[src/rtl/readout_rx_pkg.sv]
// readout_rx_pkg
// Shared definitions for the readout receive path: the trial-controller FSM
// state encoding and the offset-binary bin-count midpoint helper.
// No ports (package).
package readout_rx_pkg;

    typedef enum logic [1:0] {
        ST_IDLE   = 2'd0,
        ST_ACCUM  = 2'd1,
        ST_FINISH = 2'd2
    } rx_state_e;

    // Offset-binary zero point of a bin counter of the given width: 2^(width-1).
    // Returned wide so each user can slice it down to its own counter width.
    function automatic logic [63:0] bin_midpoint(input int unsigned width);
        return 64'd1 << (width - 1);
    endfunction

endpackage

[src/rtl/readout_rx_bin_counter.sv]
// readout_rx_bin_counter
// Saturating up/down counter holding the offset-binary bin count. A load
// returns it to the midpoint; an enabled step moves it by one toward all-ones
// (up_i=1) or toward zero (up_i=0) and sticks at either end instead of wrapping.
// Ports:
//   clk      - clock
//   rst      - synchronous active-low reset (count goes to midpoint)
//   load_i   - load midpoint (takes priority over a step)
//   en_i     - apply one step this cycle
//   up_i     - step direction, 1 = increment, 0 = decrement
//   count_o  - registered count
module readout_rx_bin_counter
    import readout_rx_pkg::*;
#(
    parameter int unsigned WIDTH = 16
) (
    input  logic             clk,
    input  logic             rst,
    input  logic             load_i,
    input  logic             en_i,
    input  logic             up_i,
    output logic [WIDTH-1:0] count_o
);

    localparam logic [63:0]      MID64 = bin_midpoint(WIDTH);
    localparam logic [WIDTH-1:0] MID   = MID64[WIDTH-1:0];

    logic [WIDTH-1:0] count_q;
    logic [WIDTH-1:0] count_d;

    always_comb begin
        count_d = count_q;
        if (load_i) begin
            count_d = MID;
        end else if (en_i) begin
            if (up_i && (count_q != '1)) begin
                count_d = count_q + WIDTH'(1);
            end else if (!up_i && (count_q != '0)) begin
                count_d = count_q - WIDTH'(1);
            end
        end
    end

    always_ff @(posedge clk) begin
        if (!rst) begin
            count_q <= MID;
        end else begin
            count_q <= count_d;
        end
    end

    assign count_o = count_q;

endmodule

[src/rtl/readout_rx_trial_controller.sv]
// readout_rx_trial_controller
// Sequences a multi-trial readout measurement. Each trial accumulates a fixed
// number of classified samples into a cumulative offset-binary bin count, then
// spends one FINISH cycle presenting the count and threshold address to the
// external state-decision block. The decision block either ends the
// measurement (decision_fin_in) or lets the next trial begin; the final trial
// always ends it.
// Ports:
//   clk, rst                 - clock, synchronous active-low reset
//   start_in                 - one-cycle start request (honoured in IDLE only)
//   trial_length_in          - samples per trial (0 behaves as 1), latched at start
//   max_trial_in             - trial count (0 behaves as 1), latched at start
//   base_threshold_addr_in   - threshold entry for trial 0, latched at start
//   sample_valid_in          - classified sample present
//   sample_state_in          - sample class, 1 = |1>, 0 = |0>
//   decision_fin_in          - decision-complete flag, looked at in FINISH only
//   bin_count_out            - registered cumulative bin count
//   finish_trial_out         - high during the FINISH cycle
//   last_trial_out           - high during FINISH of the final trial
//   threshold_addr_out       - registered threshold entry for the current trial
//   busy_out                 - high while not IDLE
//   done_out                 - registered one-cycle completion pulse
//
// state     | meaning
// ----------+-------------------------------------------------------------
// ST_IDLE   | waiting for start_in; samples and decision flag ignored
// ST_ACCUM  | counting valid samples of the current trial into the bin count
// ST_FINISH | one-cycle trial boundary; decision block samples the outputs
module readout_rx_trial_controller
    import readout_rx_pkg::*;
#(
    parameter int unsigned BIN_COUNTER_WIDTH           = 16,
    parameter int unsigned THRESHOLD_MEMORY_ADDR_WIDTH = 4,
    parameter int unsigned TRIAL_LENGTH_WIDTH          = 8,
    parameter int unsigned MAX_TRIAL_WIDTH             = 4
) (
    input  logic                                   clk,
    input  logic                                   rst,
    input  logic                                   start_in,
    input  logic [TRIAL_LENGTH_WIDTH-1:0]          trial_length_in,
    input  logic [MAX_TRIAL_WIDTH-1:0]             max_trial_in,
    input  logic [THRESHOLD_MEMORY_ADDR_WIDTH-1:0] base_threshold_addr_in,
    input  logic                                   sample_valid_in,
    input  logic                                   sample_state_in,
    input  logic                                   decision_fin_in,
    output logic [BIN_COUNTER_WIDTH-1:0]           bin_count_out,
    output logic                                   finish_trial_out,
    output logic                                   last_trial_out,
    output logic [THRESHOLD_MEMORY_ADDR_WIDTH-1:0] threshold_addr_out,
    output logic                                   busy_out,
    output logic                                   done_out
);

    localparam int unsigned TLW = TRIAL_LENGTH_WIDTH;
    localparam int unsigned MTW = MAX_TRIAL_WIDTH;
    localparam int unsigned AW  = THRESHOLD_MEMORY_ADDR_WIDTH;

    rx_state_e      state_q;
    logic [TLW-1:0] trial_len_q;
    // Holds max_trial-1 so the final-trial test is a plain equality.
    logic [MTW-1:0] max_trial_m1_q;
    logic [MTW-1:0] trial_idx_q;
    logic [TLW-1:0] sample_cnt_q;
    logic [AW-1:0]  thr_addr_q;
    logic           done_q;

    logic [TLW-1:0] sample_cnt_inc;
    logic           last_trial_w;
    logic           start_w;
    logic           count_en_w;

    assign sample_cnt_inc = sample_cnt_q + TLW'(1);
    assign last_trial_w   = (trial_idx_q == max_trial_m1_q);
    assign start_w        = (state_q == ST_IDLE) && start_in;
    assign count_en_w     = (state_q == ST_ACCUM) && sample_valid_in;

    always_ff @(posedge clk) begin
        if (!rst) begin
            state_q        <= ST_IDLE;
            trial_len_q    <= '0;
            max_trial_m1_q <= '0;
            trial_idx_q    <= '0;
            sample_cnt_q   <= '0;
            thr_addr_q     <= '0;
            done_q         <= 1'b0;
        end else begin
            done_q <= 1'b0;
            case (state_q)
                ST_IDLE: begin
                    if (start_in) begin
                        trial_len_q    <= (trial_length_in == '0) ? TLW'(1) : trial_length_in;
                        max_trial_m1_q <= (max_trial_in == '0) ? '0 : (max_trial_in - MTW'(1));
                        trial_idx_q    <= '0;
                        sample_cnt_q   <= '0;
                        thr_addr_q     <= base_threshold_addr_in;
                        state_q        <= ST_ACCUM;
                    end
                end
                ST_ACCUM: begin
                    if (sample_valid_in) begin
                        sample_cnt_q <= sample_cnt_inc;
                        if (sample_cnt_inc == trial_len_q) begin
                            state_q <= ST_FINISH;
                        end
                    end
                end
                ST_FINISH: begin
                    // Final trial ends the measurement even without a decision.
                    if (decision_fin_in || last_trial_w) begin
                        done_q  <= 1'b1;
                        state_q <= ST_IDLE;
                    end else begin
                        trial_idx_q  <= trial_idx_q + MTW'(1);
                        thr_addr_q   <= thr_addr_q + AW'(1);
                        sample_cnt_q <= '0;
                        state_q      <= ST_ACCUM;
                    end
                end
                default: begin
                    state_q <= ST_IDLE;
                end
            endcase
        end
    end

    readout_rx_bin_counter #(
        .WIDTH (BIN_COUNTER_WIDTH)
    ) u_bin_counter (
        .clk     (clk),
        .rst     (rst),
        .load_i  (start_w),
        .en_i    (count_en_w),
        .up_i    (sample_state_in),
        .count_o (bin_count_out)
    );

    assign finish_trial_out   = (state_q == ST_FINISH);
    assign last_trial_out     = (state_q == ST_FINISH) && last_trial_w;
    assign busy_out           = (state_q != ST_IDLE);
    assign threshold_addr_out = thr_addr_q;
    assign done_out           = done_q;

endmodule

[config.mk]
export PLATFORM = sky130hd
export DESIGN_NAME = readout_rx_trial_controller
export DESIGN_NICKNAME = d
export VERILOG_FILES = /design/src/rtl/readout_rx_pkg.sv /design/src/rtl/readout_rx_bin_counter.sv /design/src/rtl/readout_rx_trial_controller.sv
export SDC_FILE = /design/constraint.sdc
export NUM_CORES = 1
export LEC_CHECK = 0
export ABC_AREA = 1
export CORE_MARGIN = 4
export CORE_UTILIZATION = 45
export CTS_BUF_LIST = sky130_fd_sc_hd__clkbuf_4 sky130_fd_sc_hd__clkbuf_8 sky130_fd_sc_hd__clkbuf_16
export CTS_CLUSTER_SIZE = 14
export DETAILED_ROUTE_END_ITERATION = 6
export DONT_BUFFER_PORTS = 1
export GPL_TIMING_DRIVEN = 0
export PLACE_DENSITY = 0.71
export SKIP_CTS_REPAIR_TIMING = 1
export SLEW_MARGIN = 20
export SYNTH_ARGS = -nofsm -noshare
export SYNTH_HDL_FRONTEND = slang
export SYNTH_SLANG_ARGS = --single-unit
[constraint.sdc]
create_clock -name clk -period 4.3 [get_ports clk]
set_input_delay 1.075 -clock clk [delete_from_list [all_inputs] [get_ports clk]]
set_output_delay 1.075 -clock clk [all_outputs]
set_load 0.1 [all_outputs]
After elaboration in Yosys (flattened, before gate mapping)
Cells that the tools add are included.
- add/sub/neg operators: 6
- eq/ne operators: 9
- muxes and demuxes: 20
- bitwise operators: 1
- reductions and logical operators: 22
- operator list (cell ; count):
    $mux 16 ; 2
    $mux 8 ; 4
    $pmux 8 s3 ; 1
    $mux 4 ; 5
    $add 16x1->16 const B ; 1
    $ne 16x16->1 const B ; 1
    $pmux 4 s2 ; 2
    $reduce_bool 16->1 ; 1
    $sub 16x1->16 const B ; 1
    $add 4x1->4 const B ; 2
    $add 8x1->8 const B ; 1
    $eq 8x8->1 ; 1
    $logic_not 8->1 ; 1
    $mux 2 ; 3
    $ne 2x2->1 const B ; 3
    $pmux 2 s3 ; 1
    $reduce_and 2->1 ; 3
    $reduce_and 3->1 ; 2
    $reduce_bool 2->1 ; 3
    $logic_and 1x1->1 ; 5
    $eq 4x4->1 ; 1
    $logic_not 4->1 ; 1
    $reduce_and 4->1 ; 1
    $sub 4x1->4 const B ; 1
    10 further kinds ; 11
- register bits after elaboration: 47
- input bits: 22
- output and inout port bits: 24
- logic and storage cells: 66

Longest topological paths before layout
Gate-level depths: netlist of run 1.
- word-level depth: 5
- depth in mapped cells: 16
- mapped depth without buffers: 16

By module
Synthesis of run 1 repeated with hierarchy kept, for this count alone.
- cells, all modules: 545
- area, all modules: 3408.3 um^2
- modules (own cells, without submodules) (module ; times used ; cells each ; area each (um^2) ; sequential area each (um^2)):
    readout_rx_trial_controller ; 1 ; 256 ; 1761.7 ; 620.6
    readout_rx_bin_counter ; 1 ; 289 ; 1646.6 ; 320.3

Least setup slack after synthesis of run 1
No wires, ideal clock.
- path type: register to output
- start: reg state_q[1]
- end: out last_trial_out
- data arrival time: 2.527 ns
- required time: 3.225 ns
- path slack: 0.698 ns
- cell stages (with the launch flop): 5
- path buffers: 0
- cell sequence: dfxtp_1 -> inv_1 -> nor2_4 -> inv_2 -> nor2_1
- cells in the longest elaborated chain, start to end: 2
- RTL lines (item ; RTL line ; source):
    from (decl) ; readout_rx_trial_controller.sv:58 ; rx_state_e state_q;
    from (signal assigned) ; readout_rx_trial_controller.sv:79 ; state_q <= ST_IDLE;
    from (signal assigned) ; readout_rx_trial_controller.sv:96 ; state_q <= ST_ACCUM;
    from (signal assigned) ; readout_rx_trial_controller.sv:103 ; state_q <= ST_FINISH;
    $eq 2x2->1 ; n/a ;
    via finish_trial_out ; readout_rx_trial_controller.sv:47 ; output logic finish_trial_out,
    $logic_and 1x1->1 ; readout_rx_trial_controller.sv:138 ; assign last_trial_out = (state_q == ST_FINISH) && last_trial_w;
    to (decl) ; readout_rx_trial_controller.sv:48 ; output logic last_trial_out,
The timed path passes the listed nets, and every way through them passes these cells.

Worst setup path in the final report of run 1
- start: reg u_bin_counter.count_q[0] (netlist: u_bin_counter.count_o[0])
- end: reg u_bin_counter.count_q[12] (netlist: u_bin_counter.count_o[12])
- cells in the longest elaborated chain, start to end: 4
- elaborated cells on any way between the ends: 10
- classes of those cells: add/sub: 2; eq/ne: 1; mux: 2; reduce/logical: 5
- RTL lines (item ; RTL line ; source):
    from (decl) ; readout_rx_bin_counter.sv:28 ; logic [WIDTH-1:0] count_q;
    from (signal assigned) ; readout_rx_bin_counter.sv:48 ; count_q <= count_d;
    branches (longest 4 deep; another with $sub 16x1->16) ; n/a ;
Several ways; the timed one is not identified. The select of a mux whose other input is x is not followed.
A chain may end at the register's enable or synchronous reset.

==> results of run 1 <==
-- through the flow --
| step | power, mW | std cells |
|---|---|---|
| 2_1_floorplan | 0.799 | 507 |
| 3_3_place_gp | 0.849 | 603 |
| 3_5_place_dp | 0.856 | 603 |
| 4_1_cts | 1.20 | 611 |
| 5_1_grt | 1.27 | 611 |
| 6_report | 1.20 | 611 |
-- cells in the mapped netlist, types with 2 or more instances --
| cell | count |
|---|---|
| inv_1 | 53 |
| a21o_1 | 2 |
| buf_2 | 4 |
| o21ai_1 | 2 |
| nand3b_1 | 3 |
| a21oi_1 | 49 |
| nor2_1 | 61 |
| o21ai_2 | 2 |
| nand3_1 | 50 |
| xnor2_1 | 5 |
| nor2_4 | 3 |
| clkbuf_1 | 2 |
| buf_4 | 2 |
| nand2_1 | 121 |
| a21oi_2 | 2 |
| nor3_1 | 6 |
| nand2_2 | 2 |
| dfxtp_1 | 47 |
| o21ai_0 | 35 |
| ha_1 | 18 |
| nor2_2 | 2 |
| xor2_1 | 9 |
| inv_2 | 4 |
| nand4_1 | 10 |
| o21bai_1 | 2 |
-- where the power goes --
part           switching, mW  leakage [nW]  internal, mW
combinational          0.173          1.20        0.0941
clock                  0.172        0.0548         0.176
sequential             0.115         0.385         0.466
total                  0.460          1.64         0.736
-- cell usage in the layout (no fill, tap or decap), drive strengths merged, types with 2 or more instances in the layout --
cell type	n
a21o	2
clkbuf	7
ha	18
nand3	51
xor2	9
nor2	66
o21ai	39
o21bai	2
dfxtp	47
a21oi	51
nor3	6
nand4	10
nand2	123
buf	8
xnor2	5
nand3b	3
inv	59
-- worst max-delay path by stage --
| stage | startpoint | to | cells past startpoint |
|---|---|---|---|
| final | u_bin_counter.count_o[0]$_SDFFE_PP0P_ | u_bin_counter.count_o[12]$_SDFFE_PP0P_ | 11 |
| after floorplan | state_q[1]$_SDFFE_PN0P_ | last_trial_out | 4 |
| after detailed placement | u_bin_counter.count_o[0]$_SDFFE_PP0P_ | u_bin_counter.count_o[12]$_SDFFE_PP0P_ | 11 |
| after global routing | u_bin_counter.count_o[0]$_SDFFE_PP0P_ | u_bin_counter.count_o[12]$_SDFFE_PP0P_ | 11 |
| after CTS | u_bin_counter.count_o[0]$_SDFFE_PP0P_ | u_bin_counter.count_o[12]$_SDFFE_PP0P_ | 11 |
| after global placement | u_bin_counter.count_o[0]$_SDFFE_PP0P_ | u_bin_counter.count_o[12]$_SDFFE_PP0P_ | 11 |
-- final cells by class --
class	instances	area, sq um
inverter	59	224
sequential	47	941
fill	744	3410
multi-input combinational	391	2030
clock buffer	5	68.8
clock inverter	3	46.3
tap	96	120
buffer	10	68.8
-- kinds of logic after synthesis --
kind of cell	after synthesis	synth area share (%)
xor gates and xnor gates	14	3.76
AOI/OAI and AO/OA	98	16.2
adders and majority gates	19	7.52
buffers and inverters	69	8.98
and+or+nand+nor	260	34.7
DFF	47	28.9
-- worst max-delay path, stage by stage (launching register included) --
cell	delay, ps
dfxtp_1	980
inv_1	270
nor3_1	380
nand3_1	190
nand2_1	540
inv_1	120
fa_1	450
o21ai_0	420
nand3_1	140
nand3_1	150
xnor2_1	130
a21oi_1	80
-- routing by layer --
| layer | wire [microns] | up-vias | track usage, % |
|---|---|---|---|
| li1 | - | 1682 | - |
| met1 | 3800 | 1434 | 24.9 |
| met2 | 3550 | 77 | 31.0 |
| met3 | 518 | 10 | 4.91 |
| met4 | 105 | 0 | 5.01 |
| met5 | 0 | - | 0 |
-- sequential cells by signal (all words and copies together) (netlist names) --
name	cells
u_bin_counter.count_o	16
done_out	1
threshold_addr_out	4
trial_len_q	8
max_trial_m1_q	4
sample_cnt_q	8
trial_idx_q	4
state_q	2
==> impl_metrics.toml, run 1 <==
[clocking]
clkLatencyLatePin_ps = 310
cts_root_buf = "clkbuf_8"
ctsLongestPathBuffers = 2
path_clk_slew_ps = 100
cts_tree = "done"
clock-sinks = 47
cts-htree-levels = 2
cts_made_buffers = 5

[sta]
post-route-period-util_pct = 92.3
finalHoldViolations = 0
whs_ps = 484
maxSlewHeadroom_pct = 22.6
min_period_ps = 3970
report.final.slew_viol_count = 0
tightestPinTransition_ps = 1160
setup_tns_ps = 0
setup_viol = 0
finClkSkew_ps = 8.82
layout_setup_ws_ps = 329
timing.fmax_ghz = 0.252
rsz0062_at_grt = "no"

[floorplan]
ioPinCount = 46
initial_core_util_pct = 47.2
rows = 30
die_w_microns = 93.1
die_area_sq_um = 8670
die_h_microns = 93.1
placeableCoreArea_sq_um = 6910

[power_and_ir_drop]
leakage_nw = 1.64
powerDensity_nw_per_um2 = 342
ir_worst_vdd_uv = 170

[placement]
dp_slack_ps = 392
placed_cell_area_sq_um = 3380
io_buffers = 0
hpwlAfterDp_mm = 6.19
gp_congestion = 0.959

[logic_synthesis]
syn-num-nets = 548
syn_avg_cell_area_sq_um = 6.43
synthTopCellsByArea = "dfxtp_1, nand2_1, nand3_1"
synth_top_area_share_pct = 28.9
ys_ff_latch = 47
synthCells = 507
async_flop_share_pct = 0
yosysSeqAreaShare_pct = 28.9
synth_warnings = 0
synth.distinct_cells = 36
synth-edff-count = 0
synthesis.area_sq_um = 3260
synth_top_area_cell = "dfxtp_1"
synth_flop_cell = "dfxtp_1"

[grt]
grt_first_pass_wirelength_mm = 13.6
grt_overflow = 0
grt_use_total_pct = 19.0
grt_max_degree = 18
grt_pass1_vias = 3007
antenna_found_initial = 0

[route]
via_per_inst = 5.24
initialDrtViolationCount = 156
first_pass_iters = 5
ant_nets = 0
drc_errors = 0
dr_total_vias = 3203
routed_wl_mm = 7.97
wl_per_cell_microns = 13.0

[worst_setup_path]
cp-end-kind = "register"
crit_fanout = 17
critPathLaunchType = "register"
reg2reg_depth = 11
reg2reg_to = "u_bin_counter.count_o[12]$_SDFFE_PP0P_"
cp.required_ps = 4510
crit_type = "reg2reg"
crit_arrival_ps = 4180
rrSetupSlack_ps = 330
rr_startpoint = "u_bin_counter.count_o[0]$_SDFFE_PP0P_"

[worst_hold_path]
hp-class = "reg2reg"
whs_path_depth = 2
hp-start = "trial_len_q[6]$_SDFFE_PN0P_"
hold_path_end = "trial_len_q[6]$_SDFFE_PN0P_"

[finish]
antenna_cells = 0
drive_gt1_share_pct = 6.60
area_growth_pct = 7.29
utilization_pct = 50.6
final_nets = 555
fin_area_sq_um = 3500

[flow_run]
maxCapViolCount = 0

[outcome]
status = "completed"
(Power assumes the default switching activity.)
==> run 2, diff against run 1 <==
HOLD_SLACK_MARGIN = 0.05   (was default)
==> results of run 2 <==
The final DEF is identical to that of run 1; final timing and power are the same.
==> run 3, diff against run 2 <==
CORE_ASPECT_RATIO = 0.7   (was default)
==> run 3 against run 2 <==
  * Die area increased by 0.25%
  * Sequential power about the same
  * Setup slack got worse by 9.0 ps
  * Clock skew decreased by 2.3 ps
  * Worst hold slack improved by 4.0 ps
  * Largest cell class unchanged
  * Largest power group unchanged
  * Highest routed layer unchanged
==> impl_metrics.toml, run 3 (same netlist as run 1, synthesis figures left out) <==
[route]
drc_errors = 0
first_pass_iters = 5
ant_nets = 0
routed_wl_mm = 8.36
wl_per_cell_microns = 13.8
via_per_inst = 5.41
initialDrtViolationCount = 252
dr_total_vias = 3288

[sta]
rsz0062_at_grt = "no"
tightestPinTransition_ps = 1160
layout_setup_ws_ps = 320
min_period_ps = 3980
post-route-period-util_pct = 92.6
timing.fmax_ghz = 0.251
finClkSkew_ps = 6.55
setup_tns_ps = 0
finalHoldViolations = 0
report.final.slew_viol_count = 0
setup_viol = 0
maxSlewHeadroom_pct = 22.3

[placement]
gp_congestion = 0.919
io_buffers = 0
dp_slack_ps = 287
placed_cell_area_sq_um = 3380
hpwlAfterDp_mm = 6.64

[worst_hold_path]
hp-class = "reg2reg"
whs_path_depth = 2
hp-start = "trial_len_q[6]$_SDFFE_PN0P_"
hold_path_end = "trial_len_q[6]$_SDFFE_PN0P_"

[worst_setup_path]
cp-end-kind = "register"
crit_fanout = 17
cp_cell_sequence = "inv_1, nor3_1, nand3_1, nand2_1, inv_1, fa_1, o21ai_0, nand3_1, nand3_1, xnor2_1, a21oi_1"
cp.required_ps = 4490
max_stage_delay_ps = 990
reg2reg_to = "u_bin_counter.count_o[12]$_SDFFE_PP0P_"
crit_type = "reg2reg"
slowest_stage = "dfxtp_1"
crit_arrival_ps = 4170
reg2reg_depth = 11
critPathLaunchType = "register"
rr_startpoint = "u_bin_counter.count_o[4]$_SDFFE_PP0P_"
rrSetupSlack_ps = 320
cp_common_cell = "nand3_1"

[grt]
grt_first_pass_wirelength_mm = 13.7
grt_max_degree = 18
antenna_found_initial = 0
grt_overflow = 0
grt_use_total_pct = 19.8
grt_pass1_vias = 2956

[clocking]
cts_root_buf = "clkbuf_8"
clock-sinks = 47
cts_tree = "done"
cts-htree-levels = 2
cts_made_buffers = 5
ctsLongestPathBuffers = 2
clkLatencyLatePin_ps = 300
path_clk_slew_ps = 90

[power_and_ir_drop]
p_int_mw = 0.738
powerDensity_nw_per_um2 = 338
ir_worst_vdd_uv = 143
leakage_nw = 1.64
power.share.clock_pct = 27.5
p_comb_share_pct = 23.1
pwr-share-seq_pct = 49.4
switching_share_pct = 37.4
p_sw_mw = 0.440

[finish]
final_common_cell = "nand2_1"
final_nets = 555
largest_reg_flops = 16
mostFrequentLayoutCells = "nand2_1, nor2_1, inv_1"
area_growth_pct = 7.03
fin_area_sq_um = 3490
drive_gt1_share_pct = 6.81
fillers = 723
antenna_cells = 0

[floorplan]
die_w_microns = 110
die_h_microns = 79.2
initial_core_util_pct = 47.4
ioPinCount = 46
placeableCoreArea_sq_um = 6880
rows = 25
die_area_sq_um = 8690

[flow_run]
maxCapViolCount = 0

[outcome]
status = "completed"
-- run 3: cell types whose count changed in the layout (fill, tap and decap cells not counted), sizes merged --
cell,previous run,this run
clkbuf,7,8
clkinvlp,1,0
inv,59,58
-- run 3: through the flow --
stage	std cells	util [%]	hold slack, ps	power, mW
after floorplan	507	-	442	0.799
after global placement	601	49.1	465	0.852
after detailed placement	601	49.1	470	0.859
after CTS	608	50.7	484	1.19
after global routing	608	50.7	500	1.25
final	608	50.7	488	1.18
-- run 3: worst max path at each step --
stage / depth (start not counted) / slack, ps / to / startpoint
floorplan: 4 / 700 / last_trial_out / state_q[1]$_SDFFE_PN0P_
global placement: 11 / 320 / u_bin_counter.count_o[12]$_SDFFE_PP0P_ / u_bin_counter.count_o[0]$_SDFFE_PP0P_
detailed placement: 11 / 290 / u_bin_counter.count_o[12]$_SDFFE_PP0P_ / u_bin_counter.count_o[0]$_SDFFE_PP0P_
CTS: 11 / 270 / u_bin_counter.count_o[12]$_SDFFE_PP0P_ / u_bin_counter.count_o[0]$_SDFFE_PP0P_
global route: 11 / 60 / u_bin_counter.count_o[12]$_SDFFE_PP0P_ / u_bin_counter.count_o[4]$_SDFFE_PP0P_
finish: 11 / 320 / u_bin_counter.count_o[12]$_SDFFE_PP0P_ / u_bin_counter.count_o[4]$_SDFFE_PP0P_
-- run 3: power groups by stage --
stage                     clock (mW)  sequential, mW  combinational [mW]
after floorplan                    0           0.581               0.218
after global placement             0           0.590               0.261
after detailed placement           0           0.591               0.268
after CTS                      0.339           0.581               0.269
after global routing           0.356           0.587               0.311
final                          0.324           0.582               0.272
-- run 3: layer usage --
| metal | share of wire [%] | track usage [%] |
|---|---|---|
| met1 | 52 | 29.4 |
| met2 | 41 | 29.4 |
| met3 | 7.0 | 4.14 |
| met4 | 0.49 | 3.74 |
| met5 | 0 | 0 |
-- run 3: critical path: cells and delay by family (launching register included) --
kind,cells,cell delay [ps]
simple gates,5,1370
flops,1,990
compound gates,2,570
fa+ha+maj,1,450
buf+inv,2,330
xor+xnor,1,140
-- run 3: layout make-up --
type	instances	area (sq um)	area share, %
flip-flops and latches	47	943	27.0
plain buffers	10	68.8	1.97
inverters	59	224	6.42
clock inverters	1	30.0	0.861
multi-input cells	391	2030	58.1
clock buffers	6	76.3	2.19
well taps	94	118	3.37
